$ cat src/rtl/btn_pkg.sv
// Shared definitions for the push-button conditioning path and the
// downstream mode latch.
package btn_pkg;

  localparam int N_BTN_DEFAULT = 4;
  localparam int MODE_W        = 2;

  // Highest set bit wins (3 > 2 > 1 > 0); returns 0 for an all-zero vector.
  function automatic logic [MODE_W-1:0] prio_enc(input logic [N_BTN_DEFAULT-1:0] v);
    prio_enc = '0;
    for (int i = 0; i < N_BTN_DEFAULT; i++)
      if (v[i]) prio_enc = MODE_W'(i);
  endfunction

endpackage

$ cat src/rtl/btn_conditioner_if.sv
// Button bus: raw pins in, debounced level / pulses / mode request out.
interface btn_conditioner_if #(parameter int N_BTN = btn_pkg::N_BTN_DEFAULT);
  import btn_pkg::*;

  logic [N_BTN-1:0]  btn_raw;
  logic [N_BTN-1:0]  btn_level;
  logic [N_BTN-1:0]  btn_press;
  logic [N_BTN-1:0]  btn_release;
  logic              mode_req_valid;
  logic [MODE_W-1:0] mode_req;

  // Board / stimulus side: drives the pins, observes the conditioned outputs.
  modport master (
    output btn_raw,
    input  btn_level, btn_press, btn_release, mode_req_valid, mode_req
  );

  // Conditioner side.
  modport slave (
    input  btn_raw,
    output btn_level, btn_press, btn_release, mode_req_valid, mode_req
  );
endinterface

$ cat src/rtl/btn_debounce_ch.sv
// One button channel: 2-FF synchronizer, stability counter, debounced level
// and registered press/release pulses.
module btn_debounce_ch #(
  parameter int DEBOUNCE_CYCLES = 1250000
) (
  input  logic clk_125,
  input  logic rst_n,
  input  logic raw,
  output logic level,
  output logic press,
  output logic rls,
  output logic press_next
);

  localparam int              CNT_W   = $clog2(DEBOUNCE_CYCLES + 1);
  localparam logic [CNT_W-1:0] CNT_MAX = CNT_W'(DEBOUNCE_CYCLES - 1);

  logic             sync1, sync2;
  logic [CNT_W-1:0] cnt;
  logic             flip;
  logic             rls_next;

  // Level flips only once sync2 has disagreed for DEBOUNCE_CYCLES samples.
  assign flip       = (sync2 != level) && (cnt == CNT_MAX);
  assign press_next = flip & sync2;
  assign rls_next   = flip & ~sync2;

  // Synchronizer, counter, level and pulse registers.
  always_ff @(posedge clk_125 or negedge rst_n) begin
    if (!rst_n) begin
      sync1 <= 1'b0;
      sync2 <= 1'b0;
      cnt   <= '0;
      level <= 1'b0;
      press <= 1'b0;
      rls   <= 1'b0;
    end else begin
      sync1 <= raw;
      sync2 <= sync1;
      if (sync2 == level) begin
        cnt <= '0;
      end else if (cnt == CNT_MAX) begin
        level <= sync2;
        cnt   <= '0;
      end else begin
        cnt <= cnt + 1'b1;
      end
      press <= press_next;
      rls   <= rls_next;
    end
  end

endmodule

$ cat src/rtl/btn_conditioner.sv
// Push-button conditioner: N_BTN debounced channels plus a priority-encoded
// mode request registered alongside the press pulses.
module btn_conditioner
  import btn_pkg::*;
#(
  parameter int N_BTN           = N_BTN_DEFAULT,
  parameter int DEBOUNCE_CYCLES = 1250000
) (
  input  logic               clk_125,
  input  logic               rst_n,
  btn_conditioner_if.slave   bus
);

  logic [N_BTN-1:0]         press_next;
  logic [N_BTN_DEFAULT-1:0] press_enc_in;

  for (genvar g = 0; g < N_BTN; g++) begin : g_ch
    btn_debounce_ch #(.DEBOUNCE_CYCLES(DEBOUNCE_CYCLES)) u_ch (
      .clk_125    (clk_125),
      .rst_n      (rst_n),
      .raw        (bus.btn_raw[g]),
      .level      (bus.btn_level[g]),
      .press      (bus.btn_press[g]),
      .rls        (bus.btn_release[g]),
      .press_next (press_next[g])
    );
  end

  assign press_enc_in = N_BTN_DEFAULT'(press_next);

  // Mode request: valid with any press, index held between presses.
  always_ff @(posedge clk_125 or negedge rst_n) begin
    if (!rst_n) begin
      bus.mode_req_valid <= 1'b0;
      bus.mode_req       <= '0;
    end else begin
      bus.mode_req_valid <= |press_next;
      if (|press_next) bus.mode_req <= prio_enc(press_enc_in);
    end
  end

endmodule

$ cat src/flat_wrapper.sv
// flat-port wrapper written by rule: the top's interface ports become plain ports
module btn_conditioner_flat import btn_pkg::*;
#(
  parameter int N_BTN           = N_BTN_DEFAULT,
  parameter int DEBOUNCE_CYCLES = 1250000
)
  (clk_125, rst_n, bus_btn_raw, bus_btn_level, bus_btn_press, bus_btn_release, bus_mode_req_valid, bus_mode_req);
  btn_conditioner_if #(.N_BTN(N_BTN)) bus_i ();
  input  logic clk_125;
  input  logic rst_n;
  input wire logic [$bits(bus_i.btn_raw)-1:0] bus_btn_raw;
  output wire logic [$bits(bus_i.btn_level)-1:0] bus_btn_level;
  output wire logic [$bits(bus_i.btn_press)-1:0] bus_btn_press;
  output wire logic [$bits(bus_i.btn_release)-1:0] bus_btn_release;
  output wire logic [$bits(bus_i.mode_req_valid)-1:0] bus_mode_req_valid;
  output wire logic [$bits(bus_i.mode_req)-1:0] bus_mode_req;
  assign bus_i.btn_raw = bus_btn_raw;
  assign bus_btn_level = bus_i.btn_level;
  assign bus_btn_press = bus_i.btn_press;
  assign bus_btn_release = bus_i.btn_release;
  assign bus_mode_req_valid = bus_i.mode_req_valid;
  assign bus_mode_req = bus_i.mode_req;
  btn_conditioner #(.N_BTN(N_BTN), .DEBOUNCE_CYCLES(DEBOUNCE_CYCLES)) u_core (.clk_125(clk_125), .rst_n(rst_n), .bus(bus_i));
endmodule
$ cat config.mk
export PLATFORM = sky130hd
export DESIGN_NAME = btn_conditioner_flat
export DESIGN_NICKNAME = d
export VERILOG_FILES = /design/src/rtl/btn_pkg.sv /design/src/rtl/btn_conditioner_if.sv /design/src/rtl/btn_debounce_ch.sv /design/src/rtl/btn_conditioner.sv /design/src/flat_wrapper.sv
export SDC_FILE = /design/constraint.sdc
export NUM_CORES = 1
export LEC_CHECK = 0
export CAP_MARGIN = 0
export CORE_AREA = 5 5 129 82
export DETAILED_ROUTE_END_ITERATION = 16
export DIE_AREA = 0 0 134 87
export GPL_TIMING_DRIVEN = 0
export PLACE_DENSITY = 0.71
export SLEW_MARGIN = 10
export SYNTH_ARGS = -nofsm -noshare
export SYNTH_HDL_FRONTEND = slang
export SYNTH_SLANG_ARGS = --single-unit
$ cat constraint.sdc
create_clock -name clk_125 -period 3.4 [get_ports clk_125]
set_clock_uncertainty 0.2 [all_clocks]
set_input_delay 0.85 -clock clk_125 [delete_from_list [all_inputs] [get_ports clk_125]]
set_output_delay 0.85 -clock clk_125 [all_outputs]
set_load 0.005 [all_outputs]
==> results.cfg <==
[status]
status = completed

[yosys]
syn_inst = 485
syn_avg_cell_area_um2 = 10.2
yosys_warnings = 0
synth_async_sr_flop_share = 1.00
synth_edf_count = 0
synth_flop_cell = dfrtp_1
synthesis.area_mm2 = 0.00496
syn-num-nets = 495
synth-seq-cells = 107
yosysSeqAreaShare = 0.540
synth.distinct_cells = 38

[route]
drt-wirelength-per-cell_um = 14.4
drtIter0Drc = 202
via_count = 3428
dr.pass1.iters = 5
met2WireLength_um = 4040
wl_met1_um = 4750
finalWirelength_um = 9230
vias_per_cell = 5.34
drcViolationCount = 0
top_layer = met4
route.met3.wl_um = 357
drtAntennaViolNets = 0

[placed_design]
gp_congestion = 0.837
dpl.hpwl_um = 6500
placed_area_mm2 = 0.00534
dp_slack_ns = 0.863
numPortBuffers = 20

[layout]
synthToLayoutAreaGrowth_pct = 13.7
n_fill_cell = 763
final_layout_size_suffix_gt1_frac = 0.0785
diodes = 0
stdcell_area_mm2 = 0.00564
final_nets = 527

[sta]
hold_violations = 0
setup_viol = 0
max_freq_mhz = 395
finalCritPeriodShare = 0.745
slew_headroom = 0.368
period_minus_slack_ns = 2.53
setup_slack_ns = 0.865
worst_slew_pin_slew_ns = 0.940
rsz0062_at_grt = no
drv_slew = 0

[floorplan]
num_rows = 28
start_util = 0.527
die_h_um = 87
die_w_um = 134
core_mm2 = 0.00942
ioPinCount = 21
dieArea_mm2 = 0.0117

[setup_path]
timing_worst_setup_path_type = flip-flop to flip-flop
reg2regPathDepth = 5
startpoint_type = flip-flop
arrival_ns = 2.57
cp-end-kind = flip-flop
r2r_slack_ns = 0.87
required_ns = 3.43
r2r-start = u_core.g_ch[0].u_ch.cnt[4]
timing.rr.end = u_core.bus.mode_req[1]
crit_fanout = 4

[clock_network]
clk_pin_slew_ns = 0.07
clock-sinks = 107
cts.htree.levels = 3
clockBufferDepth = 2
cts.repair.resized = 0
cts_made_buffers = 9
insertion_delay_ns = 0.35
clockRootBuffer = clkbuf_16
hold_buffers = 0
cts_setup_buffers = 0
cts_tree = built

[pwr]
p_per_area_mw_per_mm2 = 432
ir_drop_v = 0.000294
p_leak_uw = 0.00238
p_total_uw = 2440

[global_routing]
grt_max_degree = 73
grt_pass1_wl_um = 16300
antenna_found_initial = 0
overflow = 0
grtUsageTotal = 0.176
grt_pass1_vias = 3360

[worst_hold_path]
whs_path_depth = 0
holdPathEnd = u_core.g_ch[0].u_ch.sync2
min_from = u_core.g_ch[0].u_ch.sync1
worstHoldPathType = flip-flop to flip-flop

[flow_run]
drv_cap = 0
layer usage:
metal	vias up	GRT usage
li1	1691	-
met1	1680	0.254
met2	49	0.264
met3	8	0.0450
met4	0	0.0523
met5	-	0
synthesized netlist by cell type (all sizes together), types with 2 or more instances:
library cell,number,area [um^2]
or2,2,12.5
or4,9,71.3
dfrtp,107,2680
nand2b,3,18.8
nand4b,2,17.5
nor4b,6,52.6
mux2,3,33.8
and4,7,61.3
nor2,101,382
nand4,21,131
and3,9,56.3
clkbuf,7,26.3
nand3,27,135
xnor2,39,342
nor3,18,90.1
nor3b,5,42.5
inv,11,41.3
ha,4,50.1
nor4,8,80.1
nand2,33,124
xor2,39,342
buf,14,100
layout make-up:
class / instances / area (um^2) / area share
Inverter: 11 / 41.3 / 0.00732
Clock inverter: 6 / 72.6 / 0.0129
Sequential cell: 107 / 2680 / 0.475
Tap cell: 120 / 150 / 0.0266
Multi-Input combinational cell: 346 / 2120 / 0.375
Buffer: 21 / 126 / 0.0224
Timing Repair Buffer: 21 / 229 / 0.0406
Clock buffer: 10 / 229 / 0.0406
placed cells by master, fill, tap and decap left out, types with 7 or more instances in the layout:
cell type / count
dfrtp_1: 107
nor2_1: 100
xor2_1: 39
xnor2_1: 39
nand2_1: 33
nand3_1: 27
nand4_1: 21
clkdlybuf4s50_1: 19
nor3_1: 18
buf_4: 12
inv_1: 11
and3_1: 9
clkbuf_16: 9
or4_1: 8
clkbuf_1: 8
and4_1: 7
through the flow:
stage / cells / hold slack, ns / utilization / setup TNS, ns
after detailed placement: 626 / 0.135 / 0.567 / 0
final: 642 / 0.147 / 0.599 / 0
after CTS: 642 / 0.150 / 0.599 / 0
after global placement: 625 / 0.134 / 0.564 / -283.56
after floorplan: 485 / 0.131 / - / 0
after global routing: 642 / 0.169 / 0.599 / 0
worst max-delay path by stage:
stage | slack (ns) | end | from
final | 0.87 | u_core.bus.mode_req[1] | u_core.g_ch[0].u_ch.cnt[4]
after global routing | 0.69 | u_core.bus.mode_req[0] | u_core.g_ch[3].u_ch.cnt[0]
after CTS | 0.85 | u_core.bus.mode_req[1] | u_core.g_ch[0].u_ch.cnt[4]
after detailed placement | 0.86 | u_core.bus.mode_req[1] | u_core.g_ch[0].u_ch.cnt[4]
after global placement | -2.66 | u_core.g_ch[0].u_ch.cnt[13] | rst_n
after floorplan | 1.05 | u_core.bus.mode_req[1] | u_core.g_ch[0].u_ch.cnt[4]
report_power, final:
part / switching [uW] / total, uW / internal [uW]
clock: 477 / 1060 / 579
sequential: 15.6 / 1300 / 1290
combinational: 51.3 / 75.0 / 23.8
registers in the layout, summed over array words and instances, names as in the netlist:
register,count
u_core.g_ch.u_ch.rls,4
u_core.g_ch.u_ch.press,4
u_core.bus.mode_req,2
u_core.bus.mode_req_valid,1
u_core.g_ch.u_ch.sync1,4
u_core.g_ch.u_ch.sync2,4
u_core.g_ch.u_ch.cnt,84
u_core.g_ch.u_ch.level,4
cells by family (layout without fill, tap and decap cells):
logic type / after synthesis / after routing / share of synthesized area
DFF: 107 / 107 / 0.540
muxes: 3 / 3 / 0.00681
xor gates and xnor gates: 78 / 78 / 0.138
and+or+nand+nor: 255 / 255 / 0.263
AOI/OAI and AO/OA: 6 / 6 / 0.00882
adders and majority gates: 4 / 4 / 0.0101
buffers and inverters: 32 / 69 / 0.0338
worst max-delay path, cell delays in order (launching register included):
cell and delay, ns:
dfrtp_1 0.42, or4_1 0.52, or4_4 0.54, nor4_4 0.38
nor2_2 0.06, a211o_1 0.29
No activity file was read; power rests on OpenSTA's default activity.
